$ cat src/rtl/sum_block_accum.sv
// Block accumulator behind the registered adder stage: sums BLOCK_LEN samples,
// counts zero flags, and queues completed blocks in a small valid/ready FIFO.
module sum_block_accum #(
   parameter int unsigned SWIDTH    = 33,
   parameter int unsigned ACC_WIDTH = 36,
   parameter int unsigned BLOCK_LEN = 8,
   parameter int unsigned DEPTH     = 4,
   parameter int unsigned CNT_WIDTH = $clog2(BLOCK_LEN + 1)
) (
   input  logic                         clk,
   input  logic                         rst_n,
   input  logic                         clr,
   input  logic                         in_valid,
   input  logic [SWIDTH-1:0]            in_sum,
   input  logic                         in_zero,
   output logic                         out_valid,
   input  logic                         out_ready,
   output logic [ACC_WIDTH-1:0]         out_sum,
   output logic [CNT_WIDTH-1:0]         out_zero_cnt,
   output logic                         out_sat,
   output logic                         ovf,
   output logic [$clog2(DEPTH+1)-1:0]   fill
);

   localparam int unsigned FILL_W = $clog2(DEPTH + 1);
   localparam int unsigned PTR_W  = $clog2(DEPTH);
   localparam int unsigned EXT_W  = ACC_WIDTH + 1;

   typedef struct packed {
      logic [ACC_WIDTH-1:0] sum;
      logic [CNT_WIDTH-1:0] zcnt;
      logic                 sat;
   } entry_t;

   logic [ACC_WIDTH-1:0] r_acc;
   logic [CNT_WIDTH-1:0] r_cnt;
   logic [CNT_WIDTH-1:0] r_zcnt;
   logic                 r_sat;
   logic                 r_ovf;
   entry_t               r_mem [DEPTH];
   logic [PTR_W-1:0]     r_wr;
   logic [PTR_W-1:0]     r_rd;
   logic [FILL_W-1:0]    r_fill;
   logic                 r_valid;
   entry_t               r_head;

   logic                 w_accept;
   logic [EXT_W-1:0]     w_ext;
   logic                 w_sat_next;
   logic [ACC_WIDTH-1:0] w_acc_next;
   logic [CNT_WIDTH-1:0] w_zcnt_next;
   logic [CNT_WIDTH-1:0] w_cnt_next;
   logic                 w_done;
   logic                 w_pop;
   logic                 w_push;
   logic                 w_drop;
   entry_t               w_new;
   logic [PTR_W-1:0]     w_rd_next;
   logic [FILL_W-1:0]    w_fill_next;
   entry_t               w_head_next;

   // Saturating accumulate; the carry bit of the widened sum flags overflow.
   assign w_accept    = in_valid & ~clr;
   assign w_ext       = EXT_W'(r_acc) + EXT_W'(in_sum);
   assign w_sat_next  = r_sat | w_ext[ACC_WIDTH];
   assign w_acc_next  = w_sat_next ? '1 : w_ext[ACC_WIDTH-1:0];
   assign w_zcnt_next = r_zcnt + CNT_WIDTH'(in_zero);
   assign w_cnt_next  = r_cnt + CNT_WIDTH'(1);
   assign w_done      = w_accept & (w_cnt_next == CNT_WIDTH'(BLOCK_LEN));

   assign w_pop  = r_valid & out_ready;
   assign w_push = w_done & ((r_fill != FILL_W'(DEPTH)) | w_pop);
   assign w_drop = w_done & ~w_push;
   assign w_new  = '{sum: w_acc_next, zcnt: w_zcnt_next, sat: w_sat_next};

   // Next head: the incoming block if it lands at the read slot, else the stored entry.
   always_comb begin
      w_rd_next   = r_rd;
      w_fill_next = r_fill;
      w_head_next = r_head;
      if (w_pop)
         w_rd_next = r_rd + PTR_W'(1);
      if (w_push && !w_pop)
         w_fill_next = r_fill + FILL_W'(1);
      else if (!w_push && w_pop)
         w_fill_next = r_fill - FILL_W'(1);
      if (w_fill_next != '0) begin
         if (w_push && (r_fill == FILL_W'(w_pop)))
            w_head_next = w_new;
         else
            w_head_next = r_mem[w_rd_next];
      end
   end

   always_ff @(posedge clk or negedge rst_n) begin
      if (!rst_n) begin
         r_acc  <= '0;
         r_cnt  <= '0;
         r_zcnt <= '0;
         r_sat  <= 1'b0;
         r_ovf  <= 1'b0;
      end else if (clr) begin
         r_acc  <= '0;
         r_cnt  <= '0;
         r_zcnt <= '0;
         r_sat  <= 1'b0;
         r_ovf  <= 1'b0;
      end else begin
         if (w_accept) begin
            if (w_done) begin
               r_acc  <= '0;
               r_cnt  <= '0;
               r_zcnt <= '0;
               r_sat  <= 1'b0;
            end else begin
               r_acc  <= w_acc_next;
               r_cnt  <= w_cnt_next;
               r_zcnt <= w_zcnt_next;
               r_sat  <= w_sat_next;
            end
         end
         if (w_drop)
            r_ovf <= 1'b1;
      end
   end

   always_ff @(posedge clk) begin
      if (w_push)
         r_mem[r_wr] <= w_new;
   end

   always_ff @(posedge clk or negedge rst_n) begin
      if (!rst_n) begin
         r_wr    <= '0;
         r_rd    <= '0;
         r_fill  <= '0;
         r_valid <= 1'b0;
         r_head  <= '0;
      end else begin
         if (w_push)
            r_wr <= r_wr + PTR_W'(1);
         r_rd    <= w_rd_next;
         r_fill  <= w_fill_next;
         r_valid <= (w_fill_next != '0);
         r_head  <= w_head_next;
      end
   end

   assign out_valid    = r_valid;
   assign out_sum      = r_head.sum;
   assign out_zero_cnt = r_head.zcnt;
   assign out_sat      = r_head.sat;
   assign ovf          = r_ovf;
   assign fill         = r_fill;

endmodule

$ cat config.mk
export PLATFORM = sky130hd
export DESIGN_NAME = sum_block_accum
export DESIGN_NICKNAME = d
export VERILOG_FILES = /design/src/rtl/sum_block_accum.sv
export SDC_FILE = /design/constraint.sdc
export NUM_CORES = 1
export LEC_CHECK = 0
export ABC_AREA = 1
export ABC_CLOCK_PERIOD_IN_PS = 5100
export CAP_MARGIN = 30
export CORE_ASPECT_RATIO = 1.5
export CORE_MARGIN = 2
export CORE_UTILIZATION = 40
export DETAILED_ROUTE_END_ITERATION = 16
export DONT_BUFFER_PORTS = 1
export SLEW_MARGIN = 20
export SYNTH_ARGS = -nofsm -noshare
export SYNTH_HDL_FRONTEND = slang
export SYNTH_SLANG_ARGS = --single-unit
$ cat constraint.sdc
create_clock -name clk -period 5.1 [get_ports clk]
set_input_delay 0.255 -clock clk [delete_from_list [all_inputs] [get_ports clk]]
set_output_delay 0.255 -clock clk [all_outputs]
set_load 0.005 [all_outputs]
==> impl_metrics.env <==
export IMPL_status="completed"
export IMPL_path_class="reg -> reg"
export IMPL_vias=10200
export IMPL_grt_antenna_before_repair=0
export IMPL_wl_met3_um=1820
export IMPL_rsz0062_at_grt="no"
export IMPL_drv_cap=0
export IMPL_required_ns=5.49
export IMPL_wl_met2_um=18300
export IMPL_htreeDepth=1
export IMPL_grt_ovfl_total=0
export IMPL_num_io_pins=85
export IMPL_holdPathStages=1
export IMPL_cts_root_buf="clkbuf_16"
export IMPL_leakage_nw=6.67
export IMPL_numPortBuffers=0
export IMPL_p_per_area_nw_per_um2=526
export IMPL_top_layer_used="met4"
export IMPL_ff2ff_setup_slack_ns=2.20
export IMPL_diodes=0
export IMPL_drive_gt1_frac=0.0848
export IMPL_cts_buffers=26
export IMPL_final_antenna_net_count=0
export IMPL_synth_edff_count=164
export IMPL_critPathCaptureType="register"
export IMPL_clockBufferDepth=3
export IMPL_start_util=0.404
export IMPL_syn_to_final_growth_pct=10.3
export IMPL_drv_slew=0
export IMPL_syn_nets=1607
export IMPL_hold_viol=0
export IMPL_reg2regPathDepth=12
export IMPL_layout_nets=1596
export IMPL_worstHoldEndpoint="r_mem[0][1]"
export IMPL_ys_flop_type="edfxtp_1"
export IMPL_synth_cell_type_count=42
export IMPL_drt_met1_wl_um=14900
export IMPL_coreArea_um2=33200
export IMPL_cts_setup_buffers=0
export IMPL_die_h_um=228
export IMPL_relSlewSlack=0.384
export IMPL_cp_arrival_ns=3.29
export IMPL_r2r_end="out_sat"
export IMPL_finalNonFillerCells=1953
export IMPL_dpl_hpwl_um=24400
export IMPL_grt_usage=0.206
export IMPL_synth_area_leader_cell="edfxtp_1"
export IMPL_rr_startpoint="fill[0]"
export IMPL_clk_latency_ns=0.55
export IMPL_syn_inst=1524
export IMPL_yosys_warnings=0
export IMPL_finalSetupTns_ns=0
export IMPL_crit_path_max_fanout=44
export IMPL_syn_avg_cell_area_um2=8.82
export IMPL_finalWeightedCongestion=0.935
export IMPL_route_detailed_drc=0
export IMPL_worstSetupStartpointType="register"
export IMPL_grt_max_degree=96
export IMPL_fin_skew_ns=0.0123
export IMPL_grt_pass1_vias=10300
export IMPL_cts_sink_count=259
export IMPL_post_route_util=0.446
export IMPL_hp_start="in_zero"
export IMPL_synth_top_area_share=0.367
export IMPL_cts_tree="built"
export IMPL_setup_viol=0
export IMPL_num_rows=82
export IMPL_vdd_ir_drop_worst_v=0.000228
export IMPL_die_area_um2=35100
export IMPL_routed_wl_um=36500
export IMPL_dp_cells=1902
export IMPL_avgRoutedWirePerCell_um=18.7
export IMPL_ctsResizeCount=0
export IMPL_fmax_ghz=0.345
export IMPL_ys_ff_latch=259
export IMPL_post_route_period_util=0.568
export IMPL_grt_pass1_wl_um=56800
export IMPL_seq_area_frac_synth=0.543
export IMPL_synth_area_leaders="edfxtp_1, dfrtp_1, nand2_1"
export IMPL_drt_iter0_markers=709
export IMPL_hold_path_class="in -> reg"
export IMPL_dieWidth_um=154
export IMPL_clk_pin_slew_worst_paths_ns=0.07
export IMPL_vias_per_cell=5.24
export IMPL_worst_pin_slew_ns=0.924
export IMPL_post_route_min_period_ns=2.90
export IMPL_async_flop_share=0.367
export IMPL_syn_area_um2=13400
export IMPL_drt_pre_antenna_iters=6
## final cells by class
type | count | area [um2]
Multi-Input combinational cell | 1020 | 5160
Fill cell | 3184 | 18400
Timing Repair Buffer | 14 | 130
Clock buffer | 27 | 676
Tap cell | 420 | 526
Clock inverter | 21 | 308
Sequential cell | 259 | 7300
Inverter | 192 | 721
## cells by family after synthesis
family / share of synthesized area
compound gates: 0.0956
flops: 0.543
mux: 0.00149
fa+ha+maj: 0.0415
buf+inv: 0.0749
simple gates: 0.225
xor+xnor: 0.0181
## synth_stat cells, types with 11 or more instances
| cell | count |
|---|---|
| nand2_2 | 11 |
| o21ai_0 | 105 |
| nor2_2 | 13 |
| nor2_1 | 147 |
| o221ai_1 | 30 |
| xor2_1 | 22 |
| nor3_1 | 13 |
| clkbuf_1 | 19 |
| a21oi_1 | 33 |
| ha_1 | 43 |
| o21ai_1 | 31 |
| buf_2 | 21 |
| nand3_1 | 63 |
| dfrtp_1 | 95 |
| nand2_1 | 452 |
| inv_1 | 175 |
| edfxtp_1 | 164 |
| inv_2 | 16 |
| o22ai_1 | 11 |
## critical path: stages (launching register included)
cell	delay (ns)
dfrtp_1	0.42
inv_1	0.15
ha_1	0.16
nand3_1	0.17
nand4_2	0.20
clkinv_1	0.09
nand2_1	0.07
nand2_2	0.07
nand3_4	0.08
buf_4	0.51
inv_2	0.50
nand2_1	0.16
o21ai_1	0.08
## stage by stage
step                      hold slack, ns  setup slack (ns)  instance area (um2)  power (mW)
after global placement           -0.0384              2.20                13800        5.60
after floorplan                  -0.0406              1.81                13400        4.87
after global routing              0.0215              1.94                14800        8.32
final                             0.0184              2.20                14800        7.79
after CTS                       0.000937              2.20                14800        7.86
after detailed placement         -0.0392              2.21                13800        5.65
## worst max-delay path by stage
stage | from | endpoint | slack [ns] | cells after the start
finish | fill[0] | out_sat | 2.20 | 12
global route | fill[0] | out_sat | 1.94 | 12
CTS | fill[0] | out_sat | 2.20 | 12
detailed placement | fill[0] | out_sat | 2.21 | 12
global placement | fill[0] | r_mem[3][9] | 2.20 | 8
floorplan | r_cnt[0] | r_mem[0][0] | 1.81 | 7
## cells in the final DEF, fill, tap and decap left out, types with 2 or more instances in the layout
master and n:
nand2_2 12, a21oi_1 33, nand3_2 2, a21o_1 2
inv_6 3, buf_4 11, xnor2_1 2, inv_1 175
nor3_1 13, o21ai_1 31, edfxtp_1 164, clkinv_2 2
ha_1 43, bufinv_16 6, a22o_1 2, o221ai_1 30
nand2_4 2, nand4_1 7, nand2_1 451, dfrtp_1 95
nor2_1 142, dlygate4sd3_1 2, a21oi_2 6, nand3_1 63
mux2i_1 2, inv_8 4, inv_2 16, and2_1 3
clkbuf_16 27, o21ai_0 105, o22ai_1 11, nor2_4 13
xor2_1 22, clkinvlp_4 5, nor2_2 14, xor2_2 2
## layer usage
layer | vias to the layer above | global-route usage
li1 | 4972 | -
met1 | 4908 | 0.249
met2 | 283 | 0.363
met3 | 75 | 0.0269
met4 | 0 | 0.0958
met5 | - | 0
## sequential cells by signal (all words and copies together), names as in the netlist
name and cells:
r_mem 164, out_sum 36, r_acc 36, out_zero_cnt 4, r_cnt 4, r_zcnt 4, fill 3, r_rd 2
r_wr 2, out_sat 1, out_valid 1, ovf 1, r_sat 1
## where the power goes
| group | switching [mW] | internal (mW) | total [mW] |
|---|---|---|---|
| sequential | 0.236 | 2.60 | 2.84 |
| combinational | 1.92 | 0.854 | 2.77 |
| clock | 0.884 | 1.30 | 2.18 |
| total | 3.04 | 4.75 | 7.79 |
## what timing repair did
item,CTS,global route
hold endpoints to repair,96,0
hold buffers,3,0
setup endpoints to repair,0,0
Note: power is estimated with default switching activity, not from simulation.
